`config.mk`:
```
export PLATFORM = sky130hd
export DESIGN_NAME = debug_input_conditioner
export DESIGN_NICKNAME = d
export VERILOG_FILES = /design/src/rtl/debug_input_conditioner.sv
export SDC_FILE = /design/constraint.sdc
export NUM_CORES = 1
export LEC_CHECK = 0
export ABC_AREA = 1
export BUFFER_PORTS_ARGS = -buffer_cell sky130_fd_sc_hd__buf_2
export CAP_MARGIN = 0
export CORE_UTILIZATION = 40
export DETAILED_ROUTE_END_ITERATION = 8
export GPL_TIMING_DRIVEN = 0
export PLACE_DENSITY = 0.53
export SLEW_MARGIN = 0
export SYNTH_ARGS = -nofsm -noshare
export SYNTH_HDL_FRONTEND = slang
export SYNTH_SLANG_ARGS = --single-unit
```
`constraint.sdc`:
```
create_clock -name Clock -period 2 [get_ports Clock]
set_input_delay 0.2 -clock Clock [delete_from_list [all_inputs] [get_ports Clock]]
set_output_delay 0.2 -clock Clock [all_outputs]
set_load 0.02 [all_outputs]
```
`src/rtl/debug_input_conditioner.sv`:
```
// ---------------------------------------------------------------------------
// debug_input_conditioner
//
// Front end for the board debug viewer. It synchronizes and debounces the raw
// pushbuttons and slide switches, generates one-cycle press/step pulses, and
// holds the view-mode and address-pointer state that the viewer consumes.
//
// Parameters:
//   DEBOUNCE_CYCLES : consecutive stable synced cycles before a clean output
//                     changes (>= 2)
//   CNT_W           : debounce counter width, must hold DEBOUNCE_CYCLES-1
//
// Ports:
//   Clock      in   1   system clock
//   Resetn     in   1   asynchronous active-low reset
//   KEY_raw    in   4   raw pushbuttons, active-low (1 = released)
//   SW_raw     in  17   raw slide switches
//   KEY_clean  out  4   debounced KEY, active-low
//   key_press  out  4   one-cycle pulse per debounced press (1->0 of KEY_clean)
//   SW_clean   out 17   debounced switches
//   step_pulse out  1   one-cycle pulse on debounced 0->1 of SW_clean[16]
//   mem_mode   out  2   view select: 00 MEM, 01 REG, 10 PSW
//   addr       out 16   viewer address / register pointer
// ---------------------------------------------------------------------------
module debug_input_conditioner #(
    parameter int unsigned DEBOUNCE_CYCLES = 500000,
    parameter int unsigned CNT_W           = 20
) (
    input  logic        Clock,
    input  logic        Resetn,
    input  logic [3:0]  KEY_raw,
    input  logic [16:0] SW_raw,
    output logic [3:0]  KEY_clean,
    output logic [3:0]  key_press,
    output logic [16:0] SW_clean,
    output logic        step_pulse,
    output logic [1:0]  mem_mode,
    output logic [15:0] addr
);

    // All 21 inputs are handled as one vector: bits [3:0] are KEY, [20:4] SW.
    localparam int unsigned        NBITS    = 21;
    localparam logic [NBITS-1:0]   RST_VEC  = {17'b0, 4'hF};
    localparam logic [CNT_W-1:0]   CNT_LAST = CNT_W'(DEBOUNCE_CYCLES - 1);

    typedef enum logic [1:0] {
        MODE_MEM = 2'b00,
        MODE_REG = 2'b01,
        MODE_PSW = 2'b10
    } mode_t;

    logic [NBITS-1:0] w_raw;
    logic [NBITS-1:0] r_sync1;
    logic [NBITS-1:0] r_sync2;
    logic [NBITS-1:0] r_clean;
    logic [NBITS-1:0] r_clean_d;
    logic [CNT_W-1:0] r_cnt [NBITS];

    logic [3:0]       w_key_press;
    logic             w_step_pulse;
    logic             w_sw_load;
    logic [3:0]       r_key_press;
    logic             r_step_pulse;

    mode_t            r_mode;
    mode_t            w_mode_next;
    logic [15:0]      r_addr;
    logic [15:0]      w_addr_next;

    assign w_raw = {SW_raw, KEY_raw};

    // -----------------------------------------------------------------------
    // Two-flop synchronizer
    // -----------------------------------------------------------------------
    always_ff @(posedge Clock or negedge Resetn) begin
        if (!Resetn) begin
            r_sync1 <= RST_VEC;
            r_sync2 <= RST_VEC;
        end else begin
            r_sync1 <= w_raw;
            r_sync2 <= r_sync1;
        end
    end

    // -----------------------------------------------------------------------
    // Per-bit debounce: the counter only advances while the synced value
    // disagrees with the clean value, so any bounce back restarts it.
    // -----------------------------------------------------------------------
    always_ff @(posedge Clock or negedge Resetn) begin
        if (!Resetn) begin
            r_clean   <= RST_VEC;
            r_clean_d <= RST_VEC;
            for (int unsigned i = 0; i < NBITS; i++) begin
                r_cnt[i] <= '0;
            end
        end else begin
            r_clean_d <= r_clean;
            for (int unsigned i = 0; i < NBITS; i++) begin
                if (r_sync2[i] != r_clean[i]) begin
                    if (r_cnt[i] == CNT_LAST) begin
                        r_clean[i] <= r_sync2[i];
                        r_cnt[i]   <= '0;
                    end else begin
                        r_cnt[i]   <= r_cnt[i] + CNT_W'(1);
                    end
                end else begin
                    r_cnt[i] <= '0;
                end
            end
        end
    end

    // -----------------------------------------------------------------------
    // Edge detection against the previous clean value. The same combinational
    // terms drive the pulse registers and the mode/address updates, so all of
    // them change on the same edge.
    // -----------------------------------------------------------------------
    always_comb begin
        w_key_press  = r_clean_d[3:0] & ~r_clean[3:0];
        w_step_pulse = ~r_clean_d[20] & r_clean[20];
        w_sw_load    = (r_clean_d[19:4] != r_clean[19:4]);
    end

    always_ff @(posedge Clock or negedge Resetn) begin
        if (!Resetn) begin
            r_key_press  <= '0;
            r_step_pulse <= 1'b0;
        end else begin
            r_key_press  <= w_key_press;
            r_step_pulse <= w_step_pulse;
        end
    end

    // -----------------------------------------------------------------------
    // View-mode state machine
    // -----------------------------------------------------------------------
    always_ff @(posedge Clock or negedge Resetn) begin
        if (!Resetn) begin
            r_mode <= MODE_MEM;
        end else begin
            r_mode <= w_mode_next;
        end
    end

    always_comb begin
        w_mode_next = r_mode;
        if (w_key_press[1] && !w_key_press[2]) begin
            case (r_mode)
                MODE_MEM: w_mode_next = MODE_REG;
                MODE_REG: w_mode_next = MODE_PSW;
                default:  w_mode_next = MODE_MEM;
            endcase
        end else if (w_key_press[2] && !w_key_press[1]) begin
            case (r_mode)
                MODE_MEM: w_mode_next = MODE_PSW;
                MODE_PSW: w_mode_next = MODE_REG;
                default:  w_mode_next = MODE_MEM;
            endcase
        end
    end

    // -----------------------------------------------------------------------
    // Address pointer: a switch change takes priority over a KEY0 increment,
    // and the increment is interpreted in the current (pre-update) mode.
    // -----------------------------------------------------------------------
    always_comb begin
        w_addr_next = r_addr;
        if (w_sw_load) begin
            w_addr_next = r_clean[19:4];
        end else if (w_key_press[0]) begin
            case (r_mode)
                MODE_MEM: w_addr_next = r_addr + 16'd2;
                MODE_REG: w_addr_next = {13'b0, r_addr[2:0] + 3'd1};
                default:  w_addr_next = r_addr;
            endcase
        end
    end

    always_ff @(posedge Clock or negedge Resetn) begin
        if (!Resetn) begin
            r_addr <= '0;
        end else begin
            r_addr <= w_addr_next;
        end
    end

    // -----------------------------------------------------------------------
    // Outputs
    // -----------------------------------------------------------------------
    assign KEY_clean  = r_clean[3:0];
    assign SW_clean   = r_clean[20:4];
    assign key_press  = r_key_press;
    assign step_pulse = r_step_pulse;
    assign mem_mode   = r_mode;
    assign addr       = r_addr;

endmodule

```
**Word-level counts from Yosys, hierarchy flattened**

Cells that the tools add are included.

- Register bits after elaboration: 527
- Input bits: 23

- Bitwise gates (word level): 4
- Eq/ne operators: 45
- Add/sub/neg operators: 23
- Reduce and logical (&&, ||, !) cells: 30
- Muxes and demuxes: 49

Operators by type and width:

| operator | count |
|---|---|
| two-way mux 20 bit | 42 |
| adder 20 x 1 -> 20 bit (second input constant) | 21 |
| == test 20 x 19 -> 1 bit (second input constant) | 21 |
| AND reduction 2 bit | 22 |
| two-way mux 16 bit | 2 |
| one-hot mux 16 bit (2 select lines) | 1 |
| != test 1 bit | 21 |
| adder 16 x 2 -> 16 bit (second input constant) | 1 |
| != test 16 bit | 1 |
| one-hot mux 2 bit (2 select lines) | 2 |
| bitwise AND 4 bit | 1 |
| two-way mux 2 bit | 2 |
| inverter 4 bit | 1 |
| nonzero test 2 bit | 2 |
| adder 3 x 1 -> 3 bit (second input constant) | 1 |
| nonzero test 3 bit | 1 |
| == test 2 x 1 -> 1 bit (second input constant) | 1 |
| == test 2 bit (second input constant) | 1 |
| logical AND 1 bit | 2 |
| zero test 1 bit | 2 |
| zero test 2 bit | 1 |
| bitwise AND 1 bit | 1 |
| inverter 1 bit | 1 |

**Logic depth before layout (Yosys ltp)**

Gate-level depths: netlist of the first run.

- Depth in word-level cells: 6
- Gate-level depth with buffers: 12
- Gate-level depth less buffers: 11

**Worst setup path before layout of the first run**

OpenSTA, ideal clock, no wires.

- Kind: reg2reg
- From: register r_clean[16]
- To: register r_addr[13], in the netlist addr[13]
- Path slack: 0.465 ns
- Period minus slack after synthesis: 1.535 ns
- Arrival time: 1.410 ns
- Stages on the path, launching flop included: 11
- Library setup time: 0.125 ns
- Cells stage by stage: dfrtp_1 -> buf_2 -> nor2_1 -> nor2_1 -> nor2_1 -> nand2_1 -> nor2_2 -> nand2_2 -> buf_2 -> nand2_1 -> nand3_1

- Longest elaborated chain between the ends: 3

Ends and longest elaborated chain:

| item | RTL line | text |
|---|---|---|
| start, declared | 55 | `logic [NBITS-1:0] r_clean;` |
| start signal, assigned by index | 101 | `r_clean[i] <= r_sync2[i];` |
| != test 16 bit * | 121 | `w_sw_load = (r_clean_d[19:4] != r_clean[19:4]);` |
| nonzero test 3 bit (no source line) or nonzero test 2 bit (tied branches) | - |  |
| AND reduction 2 bit (no source line) | - |  |
| end signal, assigned | 183 | `r_addr <= w_addr_next;` |
| end, declared | 67 | `logic [15:0] r_addr;` |

Every way passes the cells marked *; elsewhere a longest branch is shown, timed or not.
A chain may end at the register's enable or synchronous reset.

**Worst setup path after layout of the first run**

- From: register r_cnt[400] in the netlist's numbering
- To: register r_cnt[417] in the netlist's numbering

- Longest elaborated chain between the ends: 3

Ends and longest elaborated chain:

| item | RTL line | text |
|---|---|---|
| start, declared | 57 | `logic [CNT_W-1:0] r_cnt [NBITS];` |
| start signal, assigned by index | 104 | `r_cnt[i] <= r_cnt[i] + CNT_W'(1);` |
| adder 20 x 1 -> 20 bit or == test 20 x 19 -> 1 bit (tied branches) | 104, 100 |  |
| two-way mux 20 bit * | 100 | `if (r_cnt[i] == CNT_LAST) begin` |
| two-way mux 20 bit * | 99 | `if (r_sync2[i] != r_clean[i]) begin` |

Marked as above.

==> reports/qor.txt, run 1 <==
synthesized flop and latch total: 527
Post-synth ARST share: 1.00
Worst-path clk slew: 0.06 ns
RSZ-0062 raised after global routing: no
Clock Tree Root: clkbuf_16
Global Route Usage Sum: 0.178
Final min period: 1.82 ns
worst hold path class: in -> reg
DP Cell Count: 4237
Post-synth EDFFs: 0
Top FF cell, synth: dfrtp_1
status: finished clean
Hold Fails Final Rpt: 0
syn avg cell area: 8.07 um2
Clock H-tree levels: 2
Post-Synthesis Cell Area: 26600 um2
largest area contributor in the netlist: dfrtp_1
max_cap viols: 0
Pwr per Cell Area: 764 nW/um2
Clock Path Buffers: 3
vias post-DR: 21564
Std-Cell Rows: 94
post-DP HPWL: 41.6 mm
vias in the first global route: 21454
nets: 3505
clock latency on the worst-skew pair: 0.63 ns
drt drc: 0
Syn Inst Count: 3303
leakage: 13.0 nW
Slew @ Worst Pin: 0.898 ns
FMAX: 548 MHz
layout cell share with drive strength beyond 1: 0.0889
Worst Setup End Kind: flop
crit path cell chain: ha_1 > nand2_1 > nor2_2 > nand3_1 > nor3_2 > nor2_2 > inv_2 > nor3_1
VDD IR max: 0.760 mV
Die ar.: 67600 um2
Ys Warns: 0
Top delay family on crit path: simple AND/OR/NAND/NOR gates
largest net degree at the start of global routing: 121
die height: 260 um
GRT overflow: 0
final setup fails: 0
kind of critical path: reg -> reg
CTS tree: done
period utilization: 0.912
final slew viol count: 0
Core ar.: 65900 um2
Final WS setup: 0.175 ns
post-CTS setup buffers: 0
CTS buffer count: 61
post-synthesis cell type count: 46
largest cells by area after synthesis: dfrtp_1 (48%), nor2_1 (8.7%), nand2_1 (7.9%)
Max stage delay on crit path: 0.43 ns
post-synthesis sequential area ratio: 0.496
Slowest-stage cell, CP: dfrtp_1
ANT cells: 0
post-synth top area share: 0.480
number of antenna violations at the first check in global routing: 0
ANT nets after route: 0
Top Ports: 67
Port Buffer Count: 66
top cells by count, synth: nor2_1 (615), nand2_1 (558), dfrtp_1 (511)
DR pass1 iterations: 5
cell with the most instances after synthesis: nor2_1
Worst EP arrival: 2.33 ns
Non-Filler Instances: 4375
Worst setup SP type: flop
Die W: 260 um
Buffers & Inverters on Critical Path: 1
Mapped Nets: 3350
Starting Density: 0.404
most frequent cell on the critical path: nor2_2
first-pass GRT wire length: 101 mm
GP Congestion: 0.874
area grow syn2layout: 14.6%
dpl ws: 0.0980 ns
Final Skew: 0.0264 ns
fillcell total: 6519
Post-Route WL: 58.7 mm
required time worst endpoint: 2.51 ns
CP Max Fanout: 10
initial DRC count: 1417
DR vias/cell: 4.93
Slew HR: 0.402
Sink Count: 527
WL/cell: 13.4 um
## flip-flops by register name, summed over array words and instances, names as in the netlist
signal / flops
r_cnt: 420
r_clean: 21
r_clean_d: 21
r_sync1: 21
r_sync2: 21
addr: 16
key_press: 4
mem_mode: 2
step_pulse: 1
## repair_timing
item                                   in CTS  in global routing
hold buffers                               22                  0
resized for setup                           0                  4
endpoints found under the hold margin     118                  0
setup endpoints to repair                   0                 13
## routing by layer
metal | wire, um | up-vias | global-route usage
met3 | 2350 | 86 | 0.0291
met1 | 29100 | 10210 | 0.249
li1 | - | 10990 | -
met2 | 26100 | 278 | 0.283
met5 | 0 | - | 0
met4 | 1140 | 0 | 0.0502
## worst paths after layout
kind                                        from                      end  slack, ns  depth (start not counted)
hold reg to reg            r_sync1[17]$_DFF_PN0_    r_sync2[17]$_DFF_PN0_       0.35                          0
min in group asynchronous                 Resetn     r_cnt[411]$_DFF_PN0_       0.26                          2
setup / recovery            r_cnt[400]$_DFF_PN0_     r_cnt[417]$_DFF_PN0_       0.18                          8
setup reg to reg            r_cnt[400]$_DFF_PN0_     r_cnt[417]$_DFF_PN0_       0.18                          8
hold / removal                         SW_raw[4]     r_sync1[8]$_DFF_PN0_       0.21                          2
max in group asynchronous                 Resetn  r_clean[18]$_DFFE_PN0P_       0.59                          3
## stage by stage
step	hold WS, ns	cell area [um2]	power (mW)	setup TNS, ns	utilization
floorplan	-0.0956	26600	11.4	0	-
global placement	0.306	28100	11.7	-5440.86	0.426
detailed placement	0.307	28200	11.8	0	0.428
CTS	0.163	30500	23.8	0	0.464
global route	0.185	30500	24.3	0	0.464
finish	0.213	30500	23.3	0	0.464
## cells by family (layout without fill, tap and decap cells)
| group | count (synthesis) | after routing | share of synthesized area |
|---|---|---|---|
| flip-flops | 527 | 527 | 0.496 |
| adder cells (fa/ha/maj) | 24 | 24 | 0.0113 |
| multiplexers | 1 | 1 | 0.000423 |
| AO/OA/AOI/OAI | 237 | 237 | 0.0491 |
| AND/OR/NAND/NOR | 1866 | 1866 | 0.319 |
| XOR/XNOR | 169 | 169 | 0.0556 |
| buffers and inverters | 479 | 687 | 0.0690 |
## power breakdown
part | total [mW] | switching [mW] | internal [mW]
Sequential | 10.9 | 0.101 | 10.8
Clock | 11.7 | 4.51 | 7.21
Combinational | 0.680 | 0.487 | 0.194
Total | 23.3 | 5.10 | 18.2
## area by class of cell
class                      count  area (um2)  share of cell area
sequential                   527       13200               0.433
multi-input combinational   2297       11600               0.380
clock buffer                  93        1840              0.0602
inverter                     458        1720              0.0563
tap                          864        1080              0.0354
timing repair buffer          92         671              0.0220
clock inverter                23         300             0.00983
buffer                        21         120             0.00393
## worst register-to-register path, cell delays in order (launching register included)
cell     delay, ns
dfrtp_1       0.43
ha_1          0.22
nand2_1       0.10
nor2_2        0.21
nand3_1       0.12
nor3_2        0.23
nor2_2        0.13
inv_2         0.19
nor3_1        0.08
## cell usage in the layout (no fill, tap or decap), drive strengths merged
master       instances
nand3b               8
dfstp               16
nand4              109
buf                 87
dlygate4sd3         22
nand3              184
ha                  24
xor2               146
a21oi              120
a21o                 1
o21a                 5
nor4                20
a211oi               9
or2                  2
clkbuf              97
nor3               249
a31oi               24
o21bai               2
inv                453
nand2              570
clkinvlp             1
and3                19
o31a                 1
nor2               657
o21ai               68
bufinv               7
o211a                1
o221a                1
dfrtp              511
nand2b               1
nor3b               47
a31o                 2
mux2                 1
xnor2               23
clkinv              20
o211ai               3
Power figures use the tool's default switching activity.
==> run 2, diff against run 1 <==
--- a/config.mk
+++ b/config.mk
@@ -8,6 +8,7 @@
 export ABC_AREA = 1
 export BUFFER_PORTS_ARGS = -buffer_cell sky130_fd_sc_hd__buf_2
 export CAP_MARGIN = 0
+export CORE_ASPECT_RATIO = 0.75
 export CORE_UTILIZATION = 40
 export DETAILED_ROUTE_END_ITERATION = 8
 export GPL_TIMING_DRIVEN = 0
==> run 2 against run 1 <==
Compared with the run above:
- combinational power rose by 2%
- sequential share of layout area rose by 0.27 points
- critical path depth rose by 2
- core utilization barely moved
- highest routed layer unchanged
==> reports/qor.txt, run 2 (synthesized netlist as in run 1, its figures left out) <==
CP endpoint: addr[11]$_DFFE_PN0P_
max_cap viols: 0 (unchanged)
Core ar.: 65500 um2 (-0.60%)
Crit. Startpoint: r_clean[6]$_DFFE_PN0P_
Pwr per Cell Area: 736 nW/um2 (-3.6%)
Worst setup SP type: flop
Hold Fails Final Rpt: 0 (unchanged)
leakage: 12.9 nW (-0.77%)
DR vias/cell: 4.91 (-0.31%)
status: finished clean
DR pass1 iterations: 7 (+2)
Slew @ Worst Pin: 0.690 ns (-0.208 ns)
CTS tree: done
final setup fails: 0 (unchanged)
CTS buffer count: 55 (-9.8%)
commonest cells after routing, fill and taps aside: nor2_1 (612), nand2_1 (557), dfrtp_1 (508)
Port Buffer Count: 66 (unchanged)
die height: 225 um (-13%)
required time worst endpoint: 2.48 ns (-0.03 ns)
FMAX: 557 MHz (+1.6%)
drt drc: 0 (unchanged)
worst r2r src: r_clean[6]$_DFFE_PN0P_
minimum hold slack: 0.186 ns (-0.0265 ns)
Std-Cell Rows: 81 (-14%)
Worst EP arrival: 2.28 ns (-0.05 ns)
ANT cells: 0 (unchanged)
number of antenna violations at the first check in global routing: 0 (unchanged)
Die ar.: 67600 um2 (about the same)
Final Skew: 0.0316 ns (+0.00520 ns)
layout cell share with drive strength beyond 1: 0.0880 (-0.000838)
initial DRC count: 1478 (+4.3%)
GRT overflow: 0 (unchanged)
largest net degree at the start of global routing: 116 (-4.1%)
post-CTS setup buffers: 0 (unchanged)
final slew viol count: 0 (unchanged)
Slew HR: 0.540 (+0.139)
GP Congestion: 0.885 (+1.3%)
VDD IR max: 0.533 mV (-30%)
number of flip-flops in the largest register: 420 (unchanged)
Clock H-tree levels: 2 (unchanged)
Starting Density: 0.407 (+0.00243)
Top Ports: 67 (unchanged)
first-pass GRT wire length: 101 mm (about the same)
reg2reg setup slack: 0.20 ns (+0.03 ns)
Reg with most FFs: r_cnt
R2R depth: 10 (+2)
area grow syn2layout: 13.9%
kind of critical path: reg -> reg
Clock Path Buffers: 3 (unchanged)
vias in the first global route: 20499 (-4.5%)
Worst-path clk slew: 0.06 ns (about the same)
Global Route Usage Sum: 0.179 (+0.00108)
Clock Tree Root: clkbuf_16
period utilization: 0.898 (-0.0145)
Sink Count: 527 (unchanged)
Worst Setup End Kind: flop
Post-Route WL: 59.2 mm (+0.85%)
R2R Path End: addr[11]$_DFFE_PN0P_
commonest non-fill, non-tap cell in the layout: nor2_1
RSZ-0062 raised after global routing: no
nets: 3500 (-0.14%)
Die W: 300 um (+15%)
Util after Layout: 0.463 (about the same)
CP Max Fanout: 10 (unchanged)
worst hold path class: in -> async
ANT nets after route: 0 (unchanged)
clock latency on the worst-skew pair: 0.61 ns (-0.02 ns)
post-DP HPWL: 43.0 mm (+3.5%)
Final min period: 1.80 ns (-0.0291 ns)
vias post-DR: 21472 (-0.43%)
WL/cell: 13.5 um (+0.97%)
==> run 2: worst min path at each step <==
| stage | start | to | cells past startpoint |
|---|---|---|---|
| after global routing | SW_raw[10] | r_sync1[14]$_DFF_PN0_ | 2 |
| after detailed placement | Resetn | r_cnt[225]$_DFF_PN0_ | 1 |
| after floorplan | Resetn | addr[0]$_DFFE_PN0P_ | 0 |
| after CTS | Resetn | r_cnt[151]$_DFF_PN0_ | 2 |
| final | Resetn | r_cnt[152]$_DFF_PN0_ | 2 |
| after global placement | KEY_raw[3] | r_sync1[3]$_DFF_PN1_ | 1 |
==> run 2: where the power goes <==
part / switching, mW / total, mW / internal [mW]
Combinational: 0.494 / 0.694 / 0.200
Clock: 4.37 / 10.7 / 6.35
Sequential: 0.102 / 10.9 / 10.8
==> run 2: layout make-up <==
| type | instances | area (um2) |
|---|---|---|
| sequential | 527 | 13200 |
| timing repair buffer | 93 | 698 |
| buffer | 21 | 123 |
| clock inverter | 29 | 342 |
| tap | 871 | 1090 |
| inverter | 458 | 1720 |
| fill | 6411 | 35100 |
| multi-input combinational | 2297 | 11600 |
| clock buffer | 74 | 1550 |
==> run 2: critical path, stage by stage, from the launching register on <==
cell	delay, ns
dfrtp_1	0.52
inv_2	0.07
nand2_1	0.06
nand2_1	0.05
nor2_1	0.16
nand2_1	0.10
nor2_2	0.18
nand2_2	0.13
buf_2	0.23
nand2_1	0.10
nand3_1	0.08
==> run 2: stage by stage <==
step | power (mW) | worst slack, ns | cells | TNS (ns) | area (um2)
CTS | 22.8 | 0.104 | 4370 | 0 | 30300
global route | 23.3 | 0.00320 | 4370 | 0 | 30300
finish | 22.3 | 0.204 | 4370 | 0 | 30300
detailed placement | 11.8 | 0.122 | 4245 | 0 | 28200
global placement | 11.7 | -10.53 | 4240 | -5460.73 | 28100
floorplan | 11.4 | 0.465 | 3303 | 0 | 26600
==> run 2: routing by layer <==
layer  track usage  part of all wire  up-vias
met5             0                 0        -
met4        0.0407             0.017        0
met3        0.0353             0.054       66
met2         0.259              0.41      392
met1         0.272              0.52    10019
li1              -                 -    10995
==> run 2: repair_timing <==
| action | CTS | global route |
|---|---|---|
| hold buffers | 22 | 0 |
| endpoints found under the setup margin | 0 | 33 |
| resized for setup | 0 | 11 |
| hold endpoints to repair | 102 | 0 |
